[config.mk]
export PLATFORM = sky130hd
export DESIGN_NAME = cnt_capture
export DESIGN_NICKNAME = d
export VERILOG_FILES = /design/src/rtl/cnt_capture.sv
export SDC_FILE = /design/constraint.sdc
export NUM_CORES = 1
export LEC_CHECK = 0
export CAP_MARGIN = 20
export CORE_MARGIN = 4
export CORE_UTILIZATION = 48
export CTS_CLUSTER_SIZE = 14
export DETAILED_ROUTE_END_ITERATION = 8
export PLACE_DENSITY_LB_ADDON = 0.25
export SLEW_MARGIN = 20
export SYNTH_ARGS = -nofsm -noshare
export SYNTH_HDL_FRONTEND = slang
export SYNTH_SLANG_ARGS = --single-unit
[constraint.sdc]
create_clock -name clk -period 2.4 [get_ports clk]
set_clock_uncertainty 0.05 [all_clocks]
set_input_delay 0.24 -clock clk [delete_from_list [all_inputs] [get_ports clk]]
set_output_delay 0.24 -clock clk [all_outputs]
set_load 0.05 [all_outputs]
[src/rtl/cnt_capture.sv]
// -----------------------------------------------------------------------------
// cnt_capture
//
// Captures snapshots of an upstream free-running counter into a small FIFO.
// An entry is written either on a software request (capture_i) or on a rising
// edge of the upstream overflow flag. Each entry is tagged with its source so
// the consumer can tell the two apart. Overflow events are also counted in a
// saturating statistics counter, and a sticky flag records any lost capture.
//
// Ports
//   clk         : single clock, all state updates on the rising edge
//   reset_n     : asynchronous active-low reset
//   cnt_i       : upstream counter value [WIDTH-1:0]
//   ovf_i       : upstream overflow flag (level or pulse)
//   capture_i   : software capture request for the current cycle
//   clear_i     : synchronous flush of the FIFO and all statistics
//   rd_ready_i  : consumer accepts rd_data_o this cycle
//   rd_valid_o  : rd_data_o holds the oldest unread entry
//   rd_data_o   : {src, value}, src=1 for overflow capture, 0 for capture_i
//   level_o     : number of stored entries
//   full_o      : FIFO holds DEPTH entries
//   drop_o      : sticky, set when a capture was lost
//   ovf_cnt_o   : saturating count of overflow events
// -----------------------------------------------------------------------------
module cnt_capture #(
  parameter int WIDTH = 8,
  parameter int DEPTH = 4,
  parameter int OVF_W = 16
) (
  input  logic                       clk,
  input  logic                       reset_n,
  input  logic [WIDTH-1:0]           cnt_i,
  input  logic                       ovf_i,
  input  logic                       capture_i,
  input  logic                       clear_i,
  input  logic                       rd_ready_i,
  output logic                       rd_valid_o,
  output logic [WIDTH:0]             rd_data_o,
  output logic [$clog2(DEPTH):0]     level_o,
  output logic                       full_o,
  output logic                       drop_o,
  output logic [OVF_W-1:0]           ovf_cnt_o
);

  localparam int AW = $clog2(DEPTH);
  localparam int LW = AW + 1;

  logic [WIDTH:0]   r_mem [DEPTH];
  logic [AW-1:0]    r_wrPtr;
  logic [AW-1:0]    r_rdPtr;
  logic [LW-1:0]    r_level;
  logic             r_drop;
  logic             r_ovfQ;
  logic [OVF_W-1:0] r_ovfCnt;

  logic             w_ovfEvt;
  logic             w_wrReq;
  logic             w_full;
  logic             w_rdValid;
  logic             w_rdFire;
  logic             w_wrFire;
  logic             w_dropEvt;
  logic [WIDTH:0]   w_wrData;

  // Overflow event is a rising edge of ovf_i against its registered copy.
  // The source tag follows the overflow event, so a coincident software
  // capture collapses into a single overflow-tagged entry.
  always_comb begin
    w_ovfEvt  = ovf_i & ~r_ovfQ;
    w_wrReq   = w_ovfEvt | capture_i;
    w_full    = (r_level == LW'(DEPTH));
    w_rdValid = (r_level != '0);
    w_rdFire  = w_rdValid & rd_ready_i;
    // A read in the same cycle frees the slot, so a full FIFO still accepts.
    w_wrFire  = w_wrReq & (~w_full | w_rdFire);
    w_dropEvt = w_wrReq & w_full & ~w_rdFire;
    w_wrData  = {w_ovfEvt, cnt_i};
  end

  // Storage array is left unreset; only pointers and level define validity.
  always_ff @(posedge clk) begin
    if (w_wrFire && !clear_i) begin
      r_mem[r_wrPtr] <= w_wrData;
    end
  end

  // Pointers are AW bits wide and DEPTH is a power of two, so they wrap
  // modulo DEPTH without extra logic.
  always_ff @(posedge clk or negedge reset_n) begin
    if (!reset_n) begin
      r_wrPtr <= '0;
      r_rdPtr <= '0;
      r_level <= '0;
    end else if (clear_i) begin
      r_wrPtr <= '0;
      r_rdPtr <= '0;
      r_level <= '0;
    end else begin
      if (w_wrFire) begin
        r_wrPtr <= r_wrPtr + AW'(1);
      end
      if (w_rdFire) begin
        r_rdPtr <= r_rdPtr + AW'(1);
      end
      case ({w_wrFire, w_rdFire})
        2'b10:   r_level <= r_level + LW'(1);
        2'b01:   r_level <= r_level - LW'(1);
        default: r_level <= r_level;
      endcase
    end
  end

  // Edge-detect register keeps tracking ovf_i through a clear so that a
  // flag held high across the clear is not seen as a fresh event.
  always_ff @(posedge clk or negedge reset_n) begin
    if (!reset_n) begin
      r_ovfQ <= 1'b0;
    end else begin
      r_ovfQ <= ovf_i;
    end
  end

  // Statistics: sticky drop flag and saturating overflow counter. Overflow
  // events count regardless of whether their FIFO write was accepted.
  always_ff @(posedge clk or negedge reset_n) begin
    if (!reset_n) begin
      r_drop   <= 1'b0;
      r_ovfCnt <= '0;
    end else if (clear_i) begin
      r_drop   <= 1'b0;
      r_ovfCnt <= '0;
    end else begin
      if (w_dropEvt) begin
        r_drop <= 1'b1;
      end
      if (w_ovfEvt && (r_ovfCnt != '1)) begin
        r_ovfCnt <= r_ovfCnt + OVF_W'(1);
      end
    end
  end

  assign rd_valid_o = w_rdValid;
  assign rd_data_o  = r_mem[r_rdPtr];
  assign level_o    = r_level;
  assign full_o     = w_full;
  assign drop_o     = r_drop;
  assign ovf_cnt_o  = r_ovfCnt;

endmodule

Yosys cells after proc, flatten, opt, wreduce, memory -nomap -nowiden
Memories as Yosys holds them, arrays and structs flattened.
Cells that the tools add are included.

word-level totals
  bits of input ports = 14
  memories kept = 1
  word-level logic and storage cells = 47
  register bits after elaboration = 25
  RAM bits = 36
  output and inout bits = 31

memories
  name   depth  bits a word  read ports  clocked after memory_dff  wr ports  RTL line  RTL
  r_mem  4      9            1           0                         1         48        logic [WIDTH:0] r_mem [DEPTH];

cells by class
  $add $sub $neg = 5
  reductions and logical operators = 9
  equal/unequal tests = 4
  bitwise logic cells = 10
  mux-type cells = 12

operator list
  operator                                          number
  two-way mux 16 bit                                2
  adder 16 x 1 -> 16 bit, second input constant     1
  inequality test 16 bit, second input constant     1
  two-way mux 2 bit                                 4
  nonzero test 2 bit                                4
  one-hot mux 3 bit (2 select lines)                1
  nonzero test 3 bit                                2
  bitwise AND 1 bit                                 5
  adder 2 x 1 -> 2 bit, second input constant       2
  two-way mux 1 bit                                 4
  adder 3 x 1 -> 3 bit, second input constant       1
  == test 3 bit, second input constant              1
  two-way mux 3 bit                                 1
  NOT 1 bit                                         3
  subtractor 3 x 1 -> 3 bit, second input constant  1
  == test 2 x 1 -> 1 bit, second input constant     1
  == test 2 bit, second input constant              1
  logical AND 1 bit                                 2
  OR 1 bit                                          2
  zero test 1 bit                                   1

Logic depth before layout (Yosys ltp)
Gate-level depths: netlist of run 1.

  depth after elaboration = 7
  mapped depth = 9
  depth with buffers taken out = 8

Least setup slack after synthesis of run 1
Ideal clock, no wire load.

  path kind = register -> register
  start point = reg r_level[0] (netlist: level_o[0])
  end point = reg r_level[2] (netlist: level_o[2])
  setup time = 0.082 ns
  data required time = 2.268 ns
  arrival time = 2.851 ns
  period minus slack after synthesis = 2.983 ns
  cell stages (with the launch flop) = 10
  path slack = -0.583 ns
  path buffers = 1
  cells stage by stage = dfrtp_1 -> clkbuf_1 -> or3_1 -> nand2_1 -> nor2_1 -> fa_1 -> nand2b_1 -> or3_1 -> a21o_1 -> a31oi_1

on the way
  longest elaborated chain between the ends = 7
  elaborated cells between the ends (all ways) = 13
  classes of those cells = 2 x add/sub; 3 x eq/ne; 2 x mux; 4 x bitwise; 2 x reduce/logical

ends and longest elaborated chain
  what                                                            RTL line  RTL
  start: declaration                                              51        logic [LW-1:0] r_level;
  start signal: assignment                                        106       2'b10: r_level <= r_level + LW'(1);
  start signal: assignment                                        107       2'b01: r_level <= r_level - LW'(1);
  start signal: assignment                                        108       default: r_level <= r_level;
  nonzero test 3 bit (*)                                          72        w_rdValid = (r_level != '0);
  net rd_valid_o                                                  37        output logic rd_valid_o,
  bitwise AND 1 bit (*)                                           73        w_rdFire = w_rdValid & rd_ready_i;
  OR 1 bit                                                        75        w_wrFire = w_wrReq & (~w_full | w_rdFire);
  bitwise AND 1 bit                                               75
  == test 2 x 1 -> 1 bit / == test 2 bit (equally long branches)  105       case ({w_wrFire, w_rdFire})
  one-hot mux 3 bit (2 select lines)                              105
  two-way mux 3 bit                                               94        end else if (clear_i) begin

The timed path passes the listed nets; every way through them passes the cells marked *.
A chain may end at the register's enable or synchronous reset.

Worst setup path after layout of run 1
  start point = reg r_level[1] (netlist: level_o[1])
  end point = out full_o

on the way
  longest elaborated chain between the ends = 1

ends and longest elaborated chain
  what              RTL line  RTL
  == test 3 bit     71        w_full = (r_level == LW'(DEPTH));
  end: declaration  40        output logic full_o,

Every way passes these cells.

==> results of run 1 <==
## logic make-up after synthesis
logic type	count (synthesis)	synth area share [%]
compound gates	34	7.79
xor+xnor	3	0.914
fa+ha+maj	6	2.87
buf+inv	18	3.79
flops	61	59.4
mux	17	10.1
simple gates	77	15.2
## area by class of cell
class                      instances  area share, %
clock buffer                       9           3.39
sequential                        61           46.8
inverter                           5          0.513
tap                               72           2.46
clock inverter                     7           1.40
timing repair buffer              60           16.1
multi-input combinational        137           29.4
## Yosys cell counts (all sizes together), types with 2 or more instances
cell | count | area share [%]
edfxtp | 36 | 38
or3 | 5 | 1.1
o31ai | 6 | 1.6
a31oi | 2 | 0.44
mux4 | 9 | 7.0
nor2b | 6 | 1.3
and4b | 2 | 0.70
or4 | 7 | 1.8
clkbuf | 4 | 0.57
mux2i | 3 | 1.0
and2 | 5 | 1.1
nor2 | 14 | 1.8
o21ai | 4 | 0.70
o211ai | 3 | 0.78
a21oi | 10 | 1.7
nand3 | 7 | 1.2
ha | 5 | 2.2
nor3 | 3 | 0.52
inv | 5 | 0.65
mux2 | 5 | 2.0
nand4 | 5 | 1.1
nand2 | 10 | 1.3
dfrtp | 25 | 22
xor2 | 2 | 0.61
a311oi | 2 | 0.61
buf | 8 | 2.1
and4 | 2 | 0.61
nand2b | 6 | 1.3
nor4 | 3 | 0.65
o21bai | 2 | 0.52
## critical path: cells and delay by family, from the launching register on
family,cells,cell delay [ns]
flops,1,0.40
simple gates,2,0.30
buf+inv,2,0.95
## flip-flops by register name, indices dropped and copies added, names as in the netlist
signal	cells
r_rdPtr	2
r_wrPtr	2
drop_o	1
ovf_cnt_o	16
level_o	3
r_ovfQ	1
r_mem	36
## stage by stage
step	cells	cell area [um2]	power (W)	hold WS, ns	setup TNS [ns]
after floorplan	216	2900	0.00164	-0.106	-0.121
after global placement	335	3480	0.00184	0.442	0
after detailed placement	335	3480	0.00186	0.459	0
after CTS	351	3660	0.00264	0.215	0
after global routing	351	3660	0.00274	0.240	0
final	351	3660	0.00261	0.208	0
## cell usage in the layout, fill, tap and decap left out, types with 4 or more instances in the layout
| cell | synthesis | routed |
|---|---|---|
| edfxtp_1 | 36 | 36 |
| clkdlybuf4s50_1 | 0 | 35 |
| dfrtp_1 | 25 | 22 |
| buf_4 | 1 | 21 |
| nor2_1 | 14 | 14 |
| a21oi_1 | 10 | 10 |
| mux4_2 | 9 | 9 |
| nand2_1 | 10 | 9 |
| clkbuf_8 | 0 | 9 |
| nand3_1 | 7 | 7 |
| or4_1 | 7 | 7 |
| nand2b_1 | 6 | 6 |
| o31ai_1 | 6 | 6 |
| nor2b_1 | 6 | 6 |
| inv_1 | 5 | 5 |
| and2_1 | 5 | 5 |
| nand4_1 | 5 | 5 |
| mux2_2 | 5 | 5 |
| ha_1 | 5 | 5 |
| o21ai_0 | 4 | 4 |
| or3_1 | 5 | 4 |
| buf_12 | 0 | 4 |
## power by group through the flow
stage	registers, W	logic [W]	clock network, W
floorplan	0.00125	0.000389	0
finish	0.00121	0.000613	0.000785
global route	0.00122	0.000652	0.000869
CTS	0.00121	0.000621	0.000809
detailed placement	0.00124	0.000619	0
global placement	0.00123	0.000613	0
## metal layers
metal	share of wire (%)	vias to the layer above	global-route usage, %
met1	48	968	22.8
li1	-	949	-
met4	2.5	0	9.06
met3	4.0	10	3.50
met5	0	-	0
met2	46	53	25.2
## path summary, 6_finish.rpt
| kind | startpoint | endpoint | slack (ns) |
|---|---|---|---|
| max | level_o[1]$_DFFE_PN0P_ | full_o | 0.10 |
| max in group asynchronous | reset_n | level_o[0]$_DFFE_PN0P_ | 1.83 |
| min reg2reg | drop_o$_DFFE_PN0P_ | drop_o$_DFFE_PN0P_ | 0.46 |
| min | reset_n | level_o[2]$_DFFE_PN0P_ | 0.21 |
| min in group clk | ovf_i | r_ovfQ$_DFF_PN0_ | 0.35 |
| max reg2reg | level_o[1]$_DFFE_PN0P_ | level_o[2]$_DFFE_PN0P_ | 0.15 |
==> results by group, run 1 <==
Timing
  – Final worst setup slack: 0.103 ns
  – Fin. max-slew vios: 0
  – RSZ-0062 raised after global routing: no
  – Worst relative slew slack: 59.2%
  – F_max: 435 MHz
  – Setup violators final: 0
  – Final Hold Violating Endpoints: 0
  – Post-route clock period utilization: 95.7%
  – Worst Tran Pin Value: 0.613 ns
  – Shortest period the worst path allows: 2.30 ns

Synthesis
  – Yosys reg bits: 61
  – Sequential area share after synthesis: 59.4%
  – Synth Area per Inst: 13.3 um2
  – Mapped Area: 0.00288 mm2
  – Post-synth net total: 236
  – Predominant post-synthesis flop cell: edfxtp_1
  – Async S/R FF share, synth: 41.0%
  – Number of flops mapped to enable cells by yosys: 36
  – Ys Warns: 0
  – Unique masters post-synth: 43
  – Syn Inst Count: 216

Clocking
  – Longest Clk Path Bufs: 2
  – Post-CTS sizing: 0
  – Hold-fix buffers, CTS: 0
  – # clock sinks: 61
  – Root Buffer: clkbuf_8
  – CTS tree: built
  – Clock Latency Late Sink: 0.34 ns
  – Total CTS buffers: 9
  – Post-CTS setup buffers: 0
  – Worst-path clk slew: 0.07 ns
  – CTS HTree Levels: 3

Final layout
  – Filler cell count: 451
  – Core Util, Final: 64.8%
  – Nets@finish: 294
  – Share of cells above drive strength 1: 22.6%
  – Multi-input logic area: 0.00107 mm2
  – Layout area overhead: 27.2%
  – Register Area: 0.00171 mm2
  – Number of diodes: 0

Detailed routing
  – Vias per inst: 5.64
  – DR iter-0 viols: 112
  – DRT antenna net count: 0
  – DRC Markers: 0
  – Pre-antenna DRT Iters: 4
  – Vias: 1980
  – Routed WL: 5630 um
  – WL per Instance: 16.0 um

Placed design
  – PortBufs: 44
  – Routability cong.: 0.864
  – Post-DP HPWL: 3960 um
  – Place WS: 0.0861 ns

Global routing
  – Antenna violations before repair: 0
  – Total gr overflow: 0
  – Largest net degree at the start of global routing: 31
  – Gr usage total: 16.8%
  – Vias in the first global route: 1947
  – First-pass GRT wire length: 9450 um

Worst setup path
  – Worst Setup End Kind: output pin
  – Worst path required time: 2.11 ns
  – CP max stage cell: clkdlybuf4s50_1
  – Critical path arrival: 2.01 ns
  – Worst R2R Path Depth: 8
  – Critical Path Fanout Max: 7
  – Setup CP Type: flop to output pin
  – Crit-path cells: buf_4, nor2_1, and2_1, clkdlybuf4s50_1
  – Largest stage delay, worst path: 0.79 ns
  – CP Launch Type: flop

Power
  – Power Density: 714 mW/mm2
  – Clock network power share: 30.1%
  – Maximum vdd drop: 0.369 mV
  – Seq pwr share: 46.4%
  – Internal power: 0.00180 W
  – Logic pwr share: 23.5%
  – Leak Pwr: 1.34 nW
  – Switching part of the total power: 31.1%
  – Psw: 0.000812 W

Hold path
  – Hold Path Class: input port to async pin

Floorplan
  – I/O pins: 45
  – Die area: 0.00729 mm2
  – Core area: 0.00564 mm2
  – Width of the die: 85.4 um
  – Die H: 85.4 um
  – Initial core utilization: 51.0%
  – Row count: 27

Run
  – Max Cap Viol: 0

Outcome
  – Status: finished, final reports clean
Note: power is estimated with default switching activity, not from simulation.
==> run 2: changes to the inputs <==
--- a/config.mk
+++ b/config.mk
@@ -6,10 +6,11 @@
 export NUM_CORES = 1
 export LEC_CHECK = 0
 export CAP_MARGIN = 20
-export CORE_MARGIN = 4
+export CORE_MARGIN = 3
 export CORE_UTILIZATION = 48
 export CTS_CLUSTER_SIZE = 14
 export DETAILED_ROUTE_END_ITERATION = 8
+export HOLD_SLACK_MARGIN = 0.15
 export PLACE_DENSITY_LB_ADDON = 0.25
 export SLEW_MARGIN = 20
 export SYNTH_ARGS = -nofsm -noshare
==> run 2 against run 1 <==
Against the previous run:
- cell area increased by 0.27%
- combinational power increased by 4.4%
- clock power about the same
- utilization increased by 0.18 points
- sequential power about the same
- cell count increased by 0.57%
- via count increased by 0.15%
- global-route usage increased by 1.7 points
- critical path type unchanged
- critical endpoint unchanged
==> results by group, run 2 (synthesized netlist as in run 1, its figures left out) <==
Placed design
  – PortBufs: 44
  – Post-DP HPWL: 4150 um
  – Cells after DPL: 337
  – Placed instance area: 0.00350 mm2
  – Routability cong.: 0.807

Timing
  – Fin. max-slew vios: 0
  – Worst relative slew slack: 63.7%
  – Shortest period the worst path allows: 2.28 ns
  – Worst Tran Pin Value: 0.542 ns
  – Final hold slack: 0.211 ns
  – F_max: 438 MHz
  – Final Hold Violating Endpoints: 0
  – Setup violators final: 0
  – RSZ-0062 raised after global routing: no
  – Post-route clock period utilization: 95.1%

Floorplan
  – Core area: 0.00564 mm2
  – Width of the die: 83.4 um
  – Die H: 83.4 um
  – Initial core utilization: 51.0%
  – Die area: 0.00695 mm2
  – Row count: 27
  – I/O pins: 45

Power
  – Switching part of the total power: 30.4%
  – Logic pwr share: 24.3%
  – Leak Pwr: 1.34 nW
  – Clock network power share: 29.9%
  – Internal power: 0.00183 W
  – Power Density: 717 mW/mm2
  – Psw: 0.000801 W
  – Power Total: 0.00263 W
  – Seq pwr share: 45.8%
  – Maximum vdd drop: 0.389 mV

Global routing
  – Largest net degree at the start of global routing: 31
  – Gr usage total: 18.5%
  – Vias in the first global route: 1941
  – Antenna violations before repair: 0
  – Total gr overflow: 0
  – First-pass GRT wire length: 9940 um

Clocking
  – Worst-path clk slew: 0.06 ns
  – Post-CTS setup buffers: 0
  – Total CTS buffers: 9
  – Clock Latency Late Sink: 0.34 ns
  – Hold-fix buffers, CTS: 0
  – CTS HTree Levels: 3
  – Longest Clk Path Bufs: 2
  – Post-CTS sizing: 0
  – Root Buffer: clkbuf_8
  – # clock sinks: 61
  – CTS tree: built

Detailed routing
  – Pre-antenna DRT Iters: 4
  – Vias: 1983
  – Routed WL: 5780 um
  – DRC Markers: 0
  – Vias per inst: 5.62
  – WL per Instance: 16.4 um
  – DR iter-0 viols: 164
  – DRT antenna net count: 0

Worst setup path
  – Worst Setup End Kind: output pin
  – Setup CP Type: flop to output pin
  – Critical Path Fanout Max: 10
  – Worst R2R Path Depth: 8
  – CP Launch Type: flop
  – Worst r2r dst: level_o[2]$_DFFE_PN0P_
  – CP startpoint: level_o[0]$_DFFE_PN0P_
  – Reg-to-reg setup timing slack: 0.17 ns
  – Worst r2r src: level_o[1]$_DFFE_PN0P_
  – Worst path required time: 2.11 ns
  – Critical path arrival: 1.99 ns

Final layout
  – Share of cells above drive strength 1: 22.4%
  – Most frequent cells in the layout: edfxtp_1, clkdlybuf4s50_1, buf_4, dfrtp_1, nor2_1
  – Max reg flops: 36
  – Number of diodes: 0
  – Layout area overhead: 27.5%
  – Commonest non-fill, non-tap cell in the layout: edfxtp_1
  – Core Util, Final: 65.0%
  – Top reg by flops: r_mem
  – Design area: 0.00367 mm2
  – Final cell count without fillers: 353
  – Nets@finish: 296

Hold path
  – Hold Path Class: input port to async pin

Outcome
  – Status: finished, final reports clean

Run
  – Max Cap Viol: 0
==> run 2: cell count changes in the layout (fill, tap and decap cells not counted) <==
cell      change
clkbuf_1      +2
buf_4         +2
clkbuf_8      +1
clkinv_4      -2
inv_6         -1
==> run 2: through the flow <==
stage	worst slack [ns]	setup TNS [ns]
after floorplan	-0.121	-0.121
after global routing	0.0357	0
final	0.117	0
after detailed placement	0.103	0
after CTS	0.0977	0
after global placement	0.150	0
==> run 2: worst max-delay path, stage by stage (launching register included) <==
cell	delay (ns)
dfrtp_2	0.40
buf_4	0.18
nor2_1	0.15
and2_1	0.14
clkdlybuf4s50_1	0.79
==> run 2: power by group through the flow <==
stage	sequential [W]	clock (W)	combinational (W)
after floorplan	0.00125	0	0.000389
after global placement	0.00122	0	0.000635
after detailed placement	0.00123	0	0.000648
after CTS	0.00121	0.000800	0.000650
after global routing	0.00121	0.000858	0.000683
final	0.00120	0.000785	0.000640
==> run 2: per-layer routing <==
layer | up-vias | GRT usage, % | part of all wire [%]
met3 | 7 | 6.15 | 5.6
met5 | - | 0 | 0
li1 | 947 | - | -
met4 | 0 | 5.79 | 1.4
met2 | 53 | 27.3 | 45
met1 | 976 | 25.9 | 48
==> run 2: how the worst max path moves through the flow <==
stage                              to  slack, ns  cells after the start
2_1_floorplan  level_o[2]$_DFFE_PN0P_      -0.12                      9
3_3_place_gp   level_o[2]$_DFFE_PN0P_       0.15                      9
3_5_place_dp   level_o[2]$_DFFE_PN0P_       0.10                      9
4_1_cts                        full_o        0.1                      4
5_1_grt                        full_o       0.04                      4
6_report                       full_o       0.12                      4
==> run 2: cell type report <==
| type | count | area [um2] |
|---|---|---|
| Sequential cell | 61 | 1710 |
| Tap cell | 72 | 90.1 |
| Multi-Input combinational cell | 137 | 1070 |
| Inverter | 5 | 18.8 |
| Timing Repair Buffer | 62 | 603 |
| Clock buffer | 12 | 145 |
| Fill cell | 420 | 1970 |
| Clock inverter | 4 | 25.0 |
==> run 3: changes to the inputs <==
--- a/config.mk
+++ b/config.mk
@@ -11,7 +11,7 @@
 export CTS_CLUSTER_SIZE = 14
 export DETAILED_ROUTE_END_ITERATION = 8
 export HOLD_SLACK_MARGIN = 0.15
-export PLACE_DENSITY_LB_ADDON = 0.25
+export PLACE_DENSITY = 0.81
 export SLEW_MARGIN = 20
 export SYNTH_ARGS = -nofsm -noshare
 export SYNTH_HDL_FRONTEND = slang
==> run 3 against run 2 <==
Against the previous run:
- cell count increased by 0.28%
- largest cell class unchanged
- worst setup slack improved by 0.031 ns
- flip-flop and latch count unchanged
- global-route usage decreased by 0.57 points
==> results by group, run 3 (synthesized netlist as in run 1, its figures left out) <==
Worst setup path
  – Setup CP Type: flop to flop
  – CP Launch Type: flop
  – Crit-path cells: or3_4, nand2_4, nor2_1, fa_2, nand2b_1, or3_1, a21o_1, a31oi_1
  – CP startpoint: level_o[1]$_DFFE_PN0P_
  – CP max stage cell: or3_4
  – CP top delay family: simple AND/OR/NAND/NOR gates
  – Worst Setup End Kind: flop
  – Buf/Inv on CP: 0
  – Critical Path Fanout Max: 4
  – Worst r2r src: level_o[1]$_DFFE_PN0P_
  – Cell count along the critical path: 8
  – Reg-to-reg setup timing slack: 0.15 ns
  – Worst R2R Path Depth: 8
  – Worst path required time: 2.60 ns
  – Largest stage delay, worst path: 0.41 ns
  – Critical path arrival: 2.45 ns

Timing
  – Setup violators final: 0
  – RSZ-0062 raised after global routing: no
  – Shortest period the worst path allows: 2.25 ns
  – Post-route clock period utilization: 93.8%
  – Final Hold Violating Endpoints: 0
  – F_max: 444 MHz
  – Worst relative slew slack: 58.8%
  – Fin. max-slew vios: 0
  – Setup TNS: 0 ns
  – Worst Tran Pin Value: 0.617 ns

Final layout
  – Number of diodes: 0
  – Commonest non-fill, non-tap cell in the layout: edfxtp_1
  – Final cell count without fillers: 354
  – Top reg by flops: r_mem
  – Share of cells above drive strength 1: 23.0%
  – Most frequent cells in the layout: edfxtp_1, clkdlybuf4s50_1, buf_4, dfrtp_1, nor2_1
  – Nets@finish: 297
  – Filler cell count: 391
  – Layout area overhead: 29.8%
  – Max reg flops: 36
  – Core Util, Final: 66.1%

Power
  – Leak Pwr: 1.38 nW
  – Clock network power share: 37.3%
  – Psw: 0.000800 W
  – Logic pwr share: 21.0%
  – Internal power: 0.00211 W
  – Switching part of the total power: 27.5%
  – Power Density: 780 mW/mm2
  – Seq pwr share: 41.6%
  – Maximum vdd drop: 0.411 mV

Placed design
  – Routability cong.: 0.855
  – Post-DP HPWL: 3950 um
  – PortBufs: 44
  – Cells after DPL: 338

Global routing
  – Vias in the first global route: 2013
  – Gr usage total: 17.9%
  – First-pass GRT wire length: 9670 um
  – Antenna violations before repair: 0
  – Largest net degree at the start of global routing: 31
  – Total gr overflow: 0

Detailed routing
  – DRC Markers: 0
  – Pre-antenna DRT Iters: 4
  – DRT antenna net count: 0
  – Routed WL: 5700 um
  – Vias per inst: 5.53
  – WL per Instance: 16.1 um
  – DR iter-0 viols: 112
  – Vias: 1956

Outcome
  – Status: finished, final reports clean

Clocking
  – Post-CTS setup buffers: 0
  – Longest Clk Path Bufs: 2
  – Clock Latency Late Sink: 0.33 ns
  – Worst-path clk slew: 0.07 ns
  – CTS HTree Levels: 3
  – Hold-fix buffers, CTS: 0
  – # clock sinks: 61
  – Root Buffer: clkbuf_8
  – Total CTS buffers: 9
  – CTS tree: built
  – Post-CTS sizing: 0

Hold path
  – Hold Path Class: input port to async pin

Floorplan
  – I/O pins: 45
  – Row count: 27
  – Core area: 0.00564 mm2
  – Width of the die: 83.4 um
  – Die area: 0.00695 mm2
  – Initial core utilization: 51.0%
  – Die H: 83.4 um

Run
  – Max Cap Viol: 0
run 3: cell types whose count changed in the layout (fill, tap and decap cells not counted), sizes merged:
| cell | previous run | this run |
|---|---|---|
| bufinv | 0 | 3 |
| clkbuf | 12 | 10 |
| buf | 27 | 28 |
| clkinvlp | 2 | 1 |
run 3: metrics by stage:
step           cell area [um2]  setup WS [ns]  hold slack [ns]  total power (W)
4_1_cts                   3730          0.131            0.221          0.00294
3_3_place_gp              3490          0.184            0.431          0.00184
3_5_place_dp              3490          0.105            0.443          0.00185
5_1_grt                   3730         0.0322            0.236          0.00302
6_report                  3730          0.149            0.228          0.00291
2_1_floorplan             2900         -0.121           -0.106          0.00164
run 3: power by group through the flow:
| stage | combinational (W) | clock [W] | sequential, W |
|---|---|---|---|
| CTS | 0.000619 | 0.00111 | 0.00121 |
| global placement | 0.000604 | 0 | 0.00123 |
| global route | 0.000652 | 0.00115 | 0.00122 |
| finish | 0.000612 | 0.00109 | 0.00121 |
| detailed placement | 0.000615 | 0 | 0.00124 |
| floorplan | 0.000389 | 0 | 0.00125 |
run 3: layer usage:
metal,GRT usage (%),wire length (um),up-vias
li1,-,-,951
met1,21.1,2430,942
met2,30.4,2890,57
met3,5.16,315,6
met4,8.02,57,0
met5,0,0,-
run 3: worst register-to-register path, delay by kind of cell, from the launching register on:
kind | cells | cell delay (ns)
AO/OA/AOI/OAI | 2 | 0.31
flip-flops | 1 | 0.40
AND/OR/NAND/NOR | 5 | 1.05
adder cells (fa/ha/maj) | 1 | 0.36
run 3: path summary, 6_finish.rpt:
check	to
max in group asynchronous	ovf_cnt_o[13]$_DFFE_PN0P_
max reg2reg	level_o[2]$_DFFE_PN0P_
min reg2reg	drop_o$_DFFE_PN0P_
max	level_o[2]$_DFFE_PN0P_
min in group clk	r_ovfQ$_DFF_PN0_
min	r_rdPtr[0]$_DFFE_PN0P_
run 3: final cells by class:
class,instances,area (um2),area share (%)
Multi-Input combinational cell,137,1070,28.8
Sequential cell,61,1710,45.8
Clock inverter,6,111,2.98
Tap cell,72,90.1,2.41
Inverter,5,18.8,0.503
Clock buffer,10,128,3.42
Timing Repair Buffer,63,598,16.0
